File: src/rtl/seq_pkg.sv
// Shared definitions for the serializer and the downstream sequence-detector bench.
// Holds the state encoding and the default word width and idle line level.
package seq_pkg;

    typedef enum logic {
        SER_IDLE  = 1'b0,
        SER_SHIFT = 1'b1
    } serState_e;

    localparam int   DEF_WIDTH      = 8;
    localparam logic DEF_IDLE_LEVEL = 1'b0;

endpackage : seq_pkg

File: src/rtl/seq_bit_serializer.sv
// Parallel-to-serial feeder for the sequence detector: words arrive over valid/ready and leave
// one bit per clock on a_out, with a one-word pend buffer so back-to-back words stay gapless.
module seq_bit_serializer
    import seq_pkg::*;
#(
    parameter int   WIDTH      = DEF_WIDTH,
    parameter bit   MSB_FIRST  = 1'b1,
    parameter logic IDLE_LEVEL = DEF_IDLE_LEVEL
) (
    input  logic             clk,
    input  logic             rst,
    input  logic [WIDTH-1:0] din,
    input  logic             din_valid,
    output logic             din_ready,
    output logic             a_out,
    output logic             a_valid,
    output logic             word_last,
    output logic             busy
);

    localparam int               CNT_W    = $clog2(WIDTH);
    localparam logic [CNT_W-1:0] LAST_CNT = CNT_W'(WIDTH - 1);

    serState_e        state_q,      state_d;
    logic [WIDTH-1:0] shift_q,      shift_d;
    logic [CNT_W-1:0] bitCnt_q,     bitCnt_d;
    logic [WIDTH-1:0] pend_q,       pend_d;
    logic             pendValid_q,  pendValid_d;
    logic             aOut_q,       aOut_d;
    logic             aValid_q,     aValid_d;
    logic             wordLast_q,   wordLast_d;

    logic             accept;
    logic             free;
    logic             loadEn;
    logic [WIDTH-1:0] loadWord;

    // The bit that goes out first (or next, after a shift) always sits at the head end.
    function automatic logic headBit(input logic [WIDTH-1:0] w);
        return MSB_FIRST ? w[WIDTH-1] : w[0];
    endfunction

    assign din_ready = !rst && !pendValid_q;
    assign busy      = (state_q == SER_SHIFT) || pendValid_q;
    assign a_out     = aOut_q;
    assign a_valid   = aValid_q;
    assign word_last = wordLast_q;

    always_comb begin
        state_d     = state_q;
        shift_d     = shift_q;
        bitCnt_d    = bitCnt_q;
        pend_d      = pend_q;
        pendValid_d = pendValid_q;
        aOut_d      = aOut_q;
        aValid_d    = aValid_q;
        wordLast_d  = wordLast_q;
        loadEn      = 1'b0;
        loadWord    = '0;

        accept = din_valid && din_ready;
        free   = (state_q == SER_IDLE) || (bitCnt_q == LAST_CNT);

        // When the shifter frees up, the pend word has priority over a fresh din.
        if (free) begin
            if (pendValid_q) begin
                loadEn      = 1'b1;
                loadWord    = pend_q;
                pendValid_d = accept;
                if (accept) begin
                    pend_d = din;
                end
            end else if (accept) begin
                loadEn   = 1'b1;
                loadWord = din;
            end else begin
                state_d    = SER_IDLE;
                bitCnt_d   = '0;
                aValid_d   = 1'b0;
                aOut_d     = IDLE_LEVEL;
                wordLast_d = 1'b0;
            end
        end else begin
            shift_d    = MSB_FIRST ? (shift_q << 1) : (shift_q >> 1);
            bitCnt_d   = bitCnt_q + CNT_W'(1);
            aOut_d     = headBit(shift_d);
            wordLast_d = (bitCnt_d == LAST_CNT);
            if (accept) begin
                pend_d      = din;
                pendValid_d = 1'b1;
            end
        end

        if (loadEn) begin
            state_d    = SER_SHIFT;
            shift_d    = loadWord;
            bitCnt_d   = '0;
            aOut_d     = headBit(loadWord);
            aValid_d   = 1'b1;
            wordLast_d = 1'b0;
        end
    end

    always_ff @(posedge clk) begin
        if (rst) begin
            state_q     <= SER_IDLE;
            shift_q     <= '0;
            bitCnt_q    <= '0;
            pend_q      <= '0;
            pendValid_q <= 1'b0;
            aOut_q      <= IDLE_LEVEL;
            aValid_q    <= 1'b0;
            wordLast_q  <= 1'b0;
        end else begin
            state_q     <= state_d;
            shift_q     <= shift_d;
            bitCnt_q    <= bitCnt_d;
            pend_q      <= pend_d;
            pendValid_q <= pendValid_d;
            aOut_q      <= aOut_d;
            aValid_q    <= aValid_d;
            wordLast_q  <= wordLast_d;
        end
    end

endmodule : seq_bit_serializer

File: config.mk
export PLATFORM = sky130hd
export DESIGN_NAME = seq_bit_serializer
export DESIGN_NICKNAME = d
export VERILOG_FILES = /design/src/rtl/seq_pkg.sv /design/src/rtl/seq_bit_serializer.sv
export SDC_FILE = /design/constraint.sdc
export NUM_CORES = 1
export LEC_CHECK = 0
export CORE_UTILIZATION = 40
export CTS_BUF_LIST = sky130_fd_sc_hd__clkbuf_4
export DETAILED_ROUTE_END_ITERATION = 10
export HOLD_SLACK_MARGIN = 0.1
export PLACE_DENSITY = 0.59
export SYNTH_ARGS = -nofsm -noshare
export SYNTH_HDL_FRONTEND = slang
export SYNTH_SLANG_ARGS = --single-unit
File: constraint.sdc
create_clock -name clk -period 3.3 [get_ports clk]
set_input_delay 0.33 -clock clk [delete_from_list [all_inputs] [get_ports clk]]
set_output_delay 0.33 -clock clk [all_outputs]
set_load 0.02 [all_outputs]
* Word-level counts from Yosys, hierarchy flattened
Cells that the tools add are included.
** Storage, ports and cells
- Register bits :: 22
- Latch bits :: 0
- RAM bits :: 0
- Bits in read-only memories :: 0
- Memories :: 0
** Cells by class
- Add/subtract/negate cells :: 1
- Multipliers :: 0
- Div/mod/pow operators :: 0
- Order comparisons :: 0
- Equal/unequal tests :: 10
- Shifts and indexed selects :: 0
- Multiplexer cells :: 24
- Bitwise operators :: 1
- Reductions and logical operators :: 12
** Operators by type and width (count)
- two-way mux 8 bit :: 6
- two-way mux 7 bit :: 2
- two-way mux 1 bit :: 13
- two-way mux 3 bit :: 3
- == test 3 bit, second input constant :: 2
- inequality test 2 x 1 -> 1 bit, second input constant :: 3
- inequality test 2 bit, second input constant :: 3
- inequality test 3 x 2 -> 1 bit, second input constant :: 2
- AND reduction 2 bit :: 2
- nonzero test 2 bit :: 2
- adder 3 x 1 -> 3 bit, second input constant :: 1
- AND reduction 3 bit :: 1
- logical AND 1 bit :: 2
- zero test 1 bit :: 2
- logical OR 1 bit :: 2
- OR reduction 2 bit :: 1
- NOT 1 bit :: 1

* Depth between registers and ports, before layout
Gate-level depths: netlist of the first run.
- Depth in word-level cells :: 8
- Mapped depth :: 6

* Least setup slack after synthesis of the first run
OpenSTA, ideal clock, no wires.
- Path type :: reg-to-reg
- Start :: reg bitCnt_q[0]
- End :: reg pend_q[0]
- Library setup time :: 0.117 ns
- Arrival :: 1.247 ns
- Path slack :: 1.935 ns
- Stages on the path, launching flop included :: 6
- Clock period less this slack :: 1.365 ns
- Path through :: dfxtp_1 -> ha_1 -> ha_1 -> nand3b_1 -> o211ai_1 -> nand2_1
** Between the ends
- Word-level cells in the longest chain between the ends :: 3
- Elaborated cells between the ends (all ways) :: 4
- Those cells by class :: eq/ne (2); mux (1); reduce/logical (1)
** RTL lines
- start, declared :: line seq_bit_serializer.sv:26 : logic [CNT_W-1:0] bitCnt_q, bitCnt_d;
- start signal, assigned :: line seq_bit_serializer.sv:117 : bitCnt_q <= bitCnt_d;
- == test 3 bit * :: line seq_bit_serializer.sv:62 : free = (state_q == SER_IDLE) || (bitCnt_q == LAST_CNT);
- logical OR 1 bit * :: line seq_bit_serializer.sv:62
- inequality test 2 bit (no line) or two-way mux 8 bit (tied branches)
- end signal, assigned :: line seq_bit_serializer.sv:118 : pend_q <= pend_d;
- end, declared :: line seq_bit_serializer.sv:27 : logic [WIDTH-1:0] pend_q, pend_d;
Every way passes the cells marked *; elsewhere a longest branch is shown, timed or not.
A chain may end at the register's enable or synchronous reset.

* Worst setup path after layout of the first run
- Start :: reg pendValid_q
- End :: out busy
** Between the ends
- Word-level cells in the longest chain between the ends :: 1
** RTL lines
- start, declared :: line seq_bit_serializer.sv:28 : logic pendValid_q, pendValid_d;
- start signal, assigned :: line seq_bit_serializer.sv:119 : pendValid_q <= pendValid_d;
- logical OR 1 bit :: line seq_bit_serializer.sv:44 : assign busy = (state_q == SER_SHIFT) || pendValid_q;
- end, declared :: line seq_bit_serializer.sv:18 : output logic busy
Every way passes these cells.

==> results by group, run 1 <==
Clock network
  • Clk sink count: 22
  • Number of buffers created by CTS: 3
  • Post-CTS sizing: 0
  • CTS clk-pin slew, worst paths: 120 ps
  • Post-CTS Hold Fix Bufs: 0
  • Clock buffer depth: 2
  • Clock Tree Root: clkbuf_4
  • CTS tree: yes
  • Post-CTS setup buffers: 0
  • Clock insertion delay at the later pin of the skew report: 310 ps
  • H-tree Lvls: 1

Logic synthesis
  • Post-synthesis cell count: 113
  • Share of the synthesized area in the top cell type: 42.2%
  • Post-synthesis adder-cell area fraction: 3.60%
  • Yosys warning total: 0
  • Top-count cell post-synth: dfxtp_1
  • Synth area leaders: dfxtp_1 42%, nand3_1 7.2%, o211ai_1 5.8%
  • Ys async rst share: 0%
  • XOR/XNOR share of the synthesized area: 0%
  • Post-Synthesis Cell Area: 1040 sq um
  • Simple-Gate Fraction of Synth Area: 24.8%
  • Syn_nets: 127
  • Post-synthesis compound-gate area fraction: 21.0%
  • Synthesized area per cell: 9.23 sq um
  • Seq cells post-synth: 22
  • Mux contribution to synthesized area: 0.959%
  • Largest family of logic cells by synthesized area: simple AND/OR/NAND/NOR gates
  • Seq/Total Area, Yosys: 42.2%
  • Synth Flop Type: dfxtp_1
  • Post-synth EDFFs: 0
  • Most frequent cells after synthesis: 22 x dfxtp_1, 15 x nand3_1, 8 x nand2_1, 8 x o211ai_1, 7 x a211oi_1
  • Synth area leader: dfxtp_1
  • Netlist cell types: 28

Place
  • DP Area: 1170 sq um
  • Gp weighted congestion: 0.711
  • Final HPWL DP: 1560 um
  • IO buf count: 15
  • Dpl cells: 149

GRT
  • GRT overflow: 0
  • Largest net degree at the start of global routing: 22
  • Initial antenna violation count: 0
  • Vias in the first global route: 854
  • GRT Total Usage: 20.4%
  • First-pass GRT wire length: 4060 um

Critical path
  • Worst EP required: 2970 ps
  • Startpoint Class: flop
  • Reg2Reg Capture Point: a_out
  • Reg2reg path depth: 5
  • WP data arrival: 1990 ps
  • Setup crit end: busy
  • RR Startpoint: bitCnt_q[0]
  • Critical path type: flop to primary output
  • Crit. End Element: primary output
  • Critical path peak fanout: 21
  • Crit. Startpoint: pendValid_q
  • Worst R2R Setup Slack: 1480 ps

Floorplanning
  • Die Height: 53.1 um
  • Die X: 53.1 um
  • Core area: 2480 sq um
  • Io pins: 16
  • Initial Utilization: 42.1%
  • Die area: 2820 sq um
  • Num rows: 18

Finish
  • P&R area growth vs syn: 14.9%
  • Layout Nets: 138
  • Fin cells: 153
  • Design area: 1200 sq um
  • # diodes: 0
  • Layout cells sized above 1: 6.50%

Job
  • Number of max-cap violations: 0

Route
  • Drt drc: 0
  • Router iterations before antenna repair: 4
  • Vias/cell: 5.66
  • Aggregate routed wire length: 2330 um
  • Wire per inst: 15.2 um
  • Routed Antenna Nets: 0
  • Via count: 866
  • First DRT Iteration DRCs: 23

Power
  • Seq pwr share: 58.4%
  • Clock Power Share: 25.3%
  • Internal power: 0.361 mW
  • Pwr Density: 415 nW/um^2
  • Sw frac: 27.5%
  • Leak Pwr: 0.496 nW
  • Worst vdd ir: 0.000348 V
  • P_sw: 0.137 mW
  • Combinational Power Share: 16.3%

Timing
  • Hold_ws: 474 ps
  • Achievable clock frequency: 431 MHz
  • Fin crit share: 70.3%
  • Setup violations, final: 0
  • Final min period: 2320 ps
  • Final hold violation count: 0
  • Unrepaired setup endpoints after global routing: no
  • Clock Skews: 5.61 ps
  • Fin. max-slew vios: 0
  • Setup TNS: 0 ps
  • Slew Limit Headroom: 44.6%
  • Slew @ Worst Pin: 830 ps

Worst hold path
  • Hold Path Class: flop to flop

Status
  • Outcome: completed
-- flip-flops by register name, summed over array words and instances, names as in the netlist --
name,cells
pend_q,8
shift_q,7
word_last,1
bitCnt_q,3
pendValid_q,1
a_valid,1
a_out,1
-- layout make-up --
class / instances / area (sq um)
multi-input combinational: 78 / 526
sequential: 22 / 440
tap: 30 / 37.5
inverter: 3 / 11.3
timing repair buffer: 16 / 158
clock buffer: 3 / 22.5
clock inverter: 1 / 3.75
fill: 255 / 1280
-- stage by stage --
stage | power (mW) | util, % | setup slack, ps
finish | 0.498 | 48.4 | 979
global route | 0.525 | 48.4 | 885
CTS | 0.500 | 48.4 | 988
detailed placement | 0.378 | 47.3 | 1150
global placement | 0.377 | 47.3 | 1150
floorplan | 0.349 | - | 1940
-- worst min path at each step --
stage,cells after the start,slack [ps],endpoint,start
2_1_floorplan,1,430,bitCnt_q[0],bitCnt_q[0]
6_report,1,470,bitCnt_q[0],bitCnt_q[0]
3_3_place_gp,1,460,bitCnt_q[0],bitCnt_q[0]
3_5_place_dp,2,460,shift_q[2],shift_q[1]
4_1_cts,1,480,bitCnt_q[0],bitCnt_q[0]
5_1_grt,2,500,shift_q[4],shift_q[3]
-- logic make-up (layout without fill, tap and decap cells) --
group / Yosys count / count (layout)
AOI/OAI and AO/OA: 30 / 30
adders and majority gates: 3 / 3
buffers and inverters: 13 / 23
DFF: 22 / 22
muxes: 1 / 1
and+or+nand+nor: 44 / 44
-- placed cells by master (no fill, tap or decap) --
master	instances
a211oi_1	7
nor3_1	3
o31ai_1	5
nor2_1	3
nor2b_1	2
clkdlybuf4s50_1	15
dfxtp_1	22
nand3_1	15
ha_1	3
o21ai_1	4
o211ai_1	8
buf_4	1
nand3b_1	1
inv_2	1
nand2b_1	2
o21ai_0	2
and2_1	1
and3_1	1
or2_1	1
mux2i_1	1
nor4b_4	1
clkinv_1	1
nand2_1	8
a211oi_2	1
o41ai_2	1
inv_1	2
a21oi_1	2
and3b_1	6
clkbuf_4	3
-- worst max-delay path: stages (launching register included) --
cell             delay (ps)
dfxtp_1                 890
or2_1                   190
clkdlybuf4s50_1         610
-- power by group through the flow --
| stage | Sequential [mW] | Clock (mW) | Combinational (mW) |
|---|---|---|---|
| 2_1_floorplan | 0.294 | 0 | 0.0550 |
| 3_3_place_gp | 0.296 | 0 | 0.0807 |
| 3_5_place_dp | 0.297 | 0 | 0.0813 |
| 4_1_cts | 0.291 | 0.127 | 0.0815 |
| 5_1_grt | 0.293 | 0.142 | 0.0899 |
| 6_report | 0.291 | 0.126 | 0.0812 |
-- layer usage --
metal	track usage, %	wire length, um	up-vias
li1	-	-	437
met1	26.7	1230	410
met2	32.7	1010	17
met3	6.03	81	2
met4	4.39	15	0
met5	0	0	-
(Power assumes the default switching activity.)
==> inputs of run 2 (changes only) <==
--- a/config.mk
+++ b/config.mk
@@ -9,7 +9,7 @@
 export CTS_BUF_LIST = sky130_fd_sc_hd__clkbuf_4
 export DETAILED_ROUTE_END_ITERATION = 10
 export HOLD_SLACK_MARGIN = 0.1
-export PLACE_DENSITY = 0.59
+export PLACE_DENSITY = 0.62
 export SYNTH_ARGS = -nofsm -noshare
 export SYNTH_HDL_FRONTEND = slang
 export SYNTH_SLANG_ARGS = --single-unit
==> constraint.sdc (replaced) <==
create_clock -name clk -period 2.09 [get_ports clk]
set_input_delay 0.209 -clock clk [delete_from_list [all_inputs] [get_ports clk]]
set_output_delay 0.209 -clock clk [all_outputs]
set_load 0.02 [all_outputs]
==> results by group, run 2 (synthesized netlist as in run 1, its figures left out) <==
Timing
  • Achievable clock frequency: 536 MHz
  • Final min period: 1870 ps
  • Final hold violation count: 0 (unchanged)
  • Clock Skews: 2.00 ps (-3.61 ps)
  • Setup violations, final: 0 (unchanged)
  • Setup TNS: 0 ps (unchanged)
  • Slew Limit Headroom: 62.9% (+18 points)
  • Slew @ Worst Pin: 555 ps (-275 ps)
  • Final WS setup: 225 ps (-754 ps)
  • Fin. max-slew vios: 0 (unchanged)
  • Unrepaired setup endpoints after global routing: no
  • Fin crit share: 89.3%

Route
  • Aggregate routed wire length: 2260 um (-3.0%)
  • Vias/cell: 5.54 (-2.1%)
  • Router iterations before antenna repair: 3 (-1)
  • Wire per inst: 14.4 um (-5.4%)
  • Drt drc: 0 (unchanged)
  • First DRT Iteration DRCs: 5 (-78%)
  • Routed Antenna Nets: 0 (unchanged)
  • Via count: 870 (+0.46%)

Place
  • IO buf count: 15 (unchanged)
  • Final HPWL DP: 1580 um (+1.6%)
  • Post-Place Setup Slack: 240 ps (-907 ps)
  • DP Area: 1210 sq um (+3.6%)
  • Gp weighted congestion: 0.750 (+5.5%)

Finish
  • Fill cells: 239 (-6.3%)
  • Most frequent cells in the layout: 22 x dfxtp_1, 15 x nand3_1, 15 x clkdlybuf4s50_1
  • Largest Register: pend_q
  • Commonest non-fill, non-tap cell in the layout: dfxtp_1
  • P&R area growth vs syn: 18.9%
  • Layout cells sized above 1: 9.45% (+2.9 points)
  • Max FFs per register: 8 (unchanged)
  • Layout Nets: 142 (+2.9%)
  • Regs by FF count: pend_q (8), shift_q (7), bitCnt_q (3)
  • Design area: 1240 sq um (+3.5%)
  • # diodes: 0 (unchanged)

Critical path
  • Critical path buffers and inverters: 1 (unchanged)
  • Slowest CP cell: dfxtp_1
  • WP data arrival: 1660 ps (-330 ps)
  • Startpoint Class: flop
  • Reg2reg path depth: 5 (unchanged)
  • Reg2Reg Capture Point: pend_q[5]
  • Critical path type: flop to primary output
  • Critical path peak fanout: 10 (-52%)
  • Worst EP required: 1880 ps (-1090 ps)
  • CP delay by family, top: flip-flops
  • CP Cell Sequence: or2_1, clkdlybuf4s50_1
  • Slowest stage delay, CP: 600 ps (-290 ps)
  • Worst R2R Setup Slack: 450 ps (-1030 ps)
  • Crit. End Element: primary output
  • RR Startpoint: bitCnt_q[0]

Worst hold path
  • Hold_sp: din[4]
  • Hold Path Class: input pin to flop
  • Hold Crit Depth: 3 (+2)
  • Hold EP: pend_q[4]

Clock network
  • Clock insertion delay at the later pin of the skew report: 310 ps (about the same)
  • Post-CTS sizing: 0 (unchanged)
  • Clock Tree Root: clkbuf_4
  • Post-CTS setup buffers: 0 (unchanged)
  • Number of buffers created by CTS: 3 (unchanged)
  • CTS tree: yes
  • Clk sink count: 22 (unchanged)
  • Clock buffer depth: 2 (unchanged)
  • H-tree Lvls: 1 (unchanged)
  • Post-CTS Hold Fix Bufs: 0 (unchanged)
  • CTS clk-pin slew, worst paths: 120 ps (about the same)

GRT
  • GRT Total Usage: 18.7% (-1.7 points)
  • GRT overflow: 0 (unchanged)
  • Vias in the first global route: 821 (-3.9%)
  • First-pass GRT wire length: 3770 um (-7.1%)
  • Initial antenna violation count: 0 (unchanged)
  • Largest net degree at the start of global routing: 19 (-14%)

Power
  • P_sw: 0.216 mW (+58%)
  • Leak Pwr: 0.521 nW (+4.9%)
  • Combinational Power Share: 17.5% (+1.2 points)
  • Sw frac: 27.3% (-0.24 points)
  • Worst vdd ir: 0.000504 V (+45%)
  • Pwr Density: 640 nW/um^2 (+54%)
  • Internal power: 0.577 mW (+60%)
  • Seq pwr share: 57.5% (-0.9 points)
  • Clock Power Share: 25.0% (-0.3 points)

Floorplanning
  • Die area: 2820 sq um (unchanged)
  • Core area: 2480 sq um (unchanged)
  • Die Height: 53.1 um (unchanged)
  • Io pins: 16 (unchanged)
  • Num rows: 18 (unchanged)
  • Initial Utilization: 42.1% (unchanged)
  • Die X: 53.1 um (unchanged)

Status
  • Outcome: completed

Job
  • Number of max-cap violations: 0 (unchanged)
-- run 2: cell types whose count changed in the layout (fill, tap and decap cells not counted) --
cell,previous run,this run
buf_12,0,1
buf_4,1,4
-- run 2: layout make-up --
| cell class | instances | area, sq um | area share, % |
|---|---|---|---|
| multi-input combinational | 78 | 526 | 42.3 |
| sequential | 22 | 440 | 35.5 |
| tap | 30 | 37.5 | 3.02 |
| inverter | 3 | 11.3 | 0.907 |
| clock inverter | 1 | 3.75 | 0.302 |
| clock buffer | 3 | 22.5 | 1.81 |
| timing repair buffer | 20 | 200 | 16.1 |
-- run 2: through the flow --
| step | hold WS, ps | total power [mW] | utilization, % | instances |
|---|---|---|---|---|
| final | 461 | 0.794 | 50.1 | 157 |
| after global routing | 445 | 0.834 | 50.1 | 157 |
| after floorplan | 332 | 0.551 | - | 113 |
| after global placement | 445 | 0.602 | 49.0 | 153 |
| after CTS | 456 | 0.802 | 50.1 | 157 |
| after detailed placement | 453 | 0.605 | 49.0 | 153 |
-- run 2: worst max-delay path by stage --
| stage | slack (ps) | to | from | cells past startpoint |
|---|---|---|---|---|
| final | 220 | busy | pendValid_q | 2 |
| after global routing | 140 | busy | pendValid_q | 2 |
| after CTS | 220 | busy | pendValid_q | 2 |
| after detailed placement | 240 | shift_q[5] | rst | 5 |
| after global placement | 350 | shift_q[5] | rst | 5 |
| after floorplan | 730 | pend_q[0] | bitCnt_q[0] | 5 |
-- run 2: power groups by stage --
stage | Clock (mW) | Sequential (mW) | Combinational [mW]
3_3_place_gp | 0 | 0.465 | 0.137
6_report | 0.198 | 0.457 | 0.139
4_1_cts | 0.206 | 0.457 | 0.139
2_1_floorplan | 0 | 0.464 | 0.0869
5_1_grt | 0.221 | 0.460 | 0.153
3_5_place_dp | 0 | 0.466 | 0.139
-- run 2: worst min-delay path, cell delays in order --
cell	delay, ps
clkdlybuf4s50_1	410
nand3_1	70
nand2_1	40
-- run 2: per-layer routing --
metal,vias to the layer above,GRT usage [%],routed length (um)
li1,443,-,-
met1,409,21.9,1080
met2,16,32.9,1090
met3,2,6.03,80
met4,0,3.95,10
met5,-,0,0
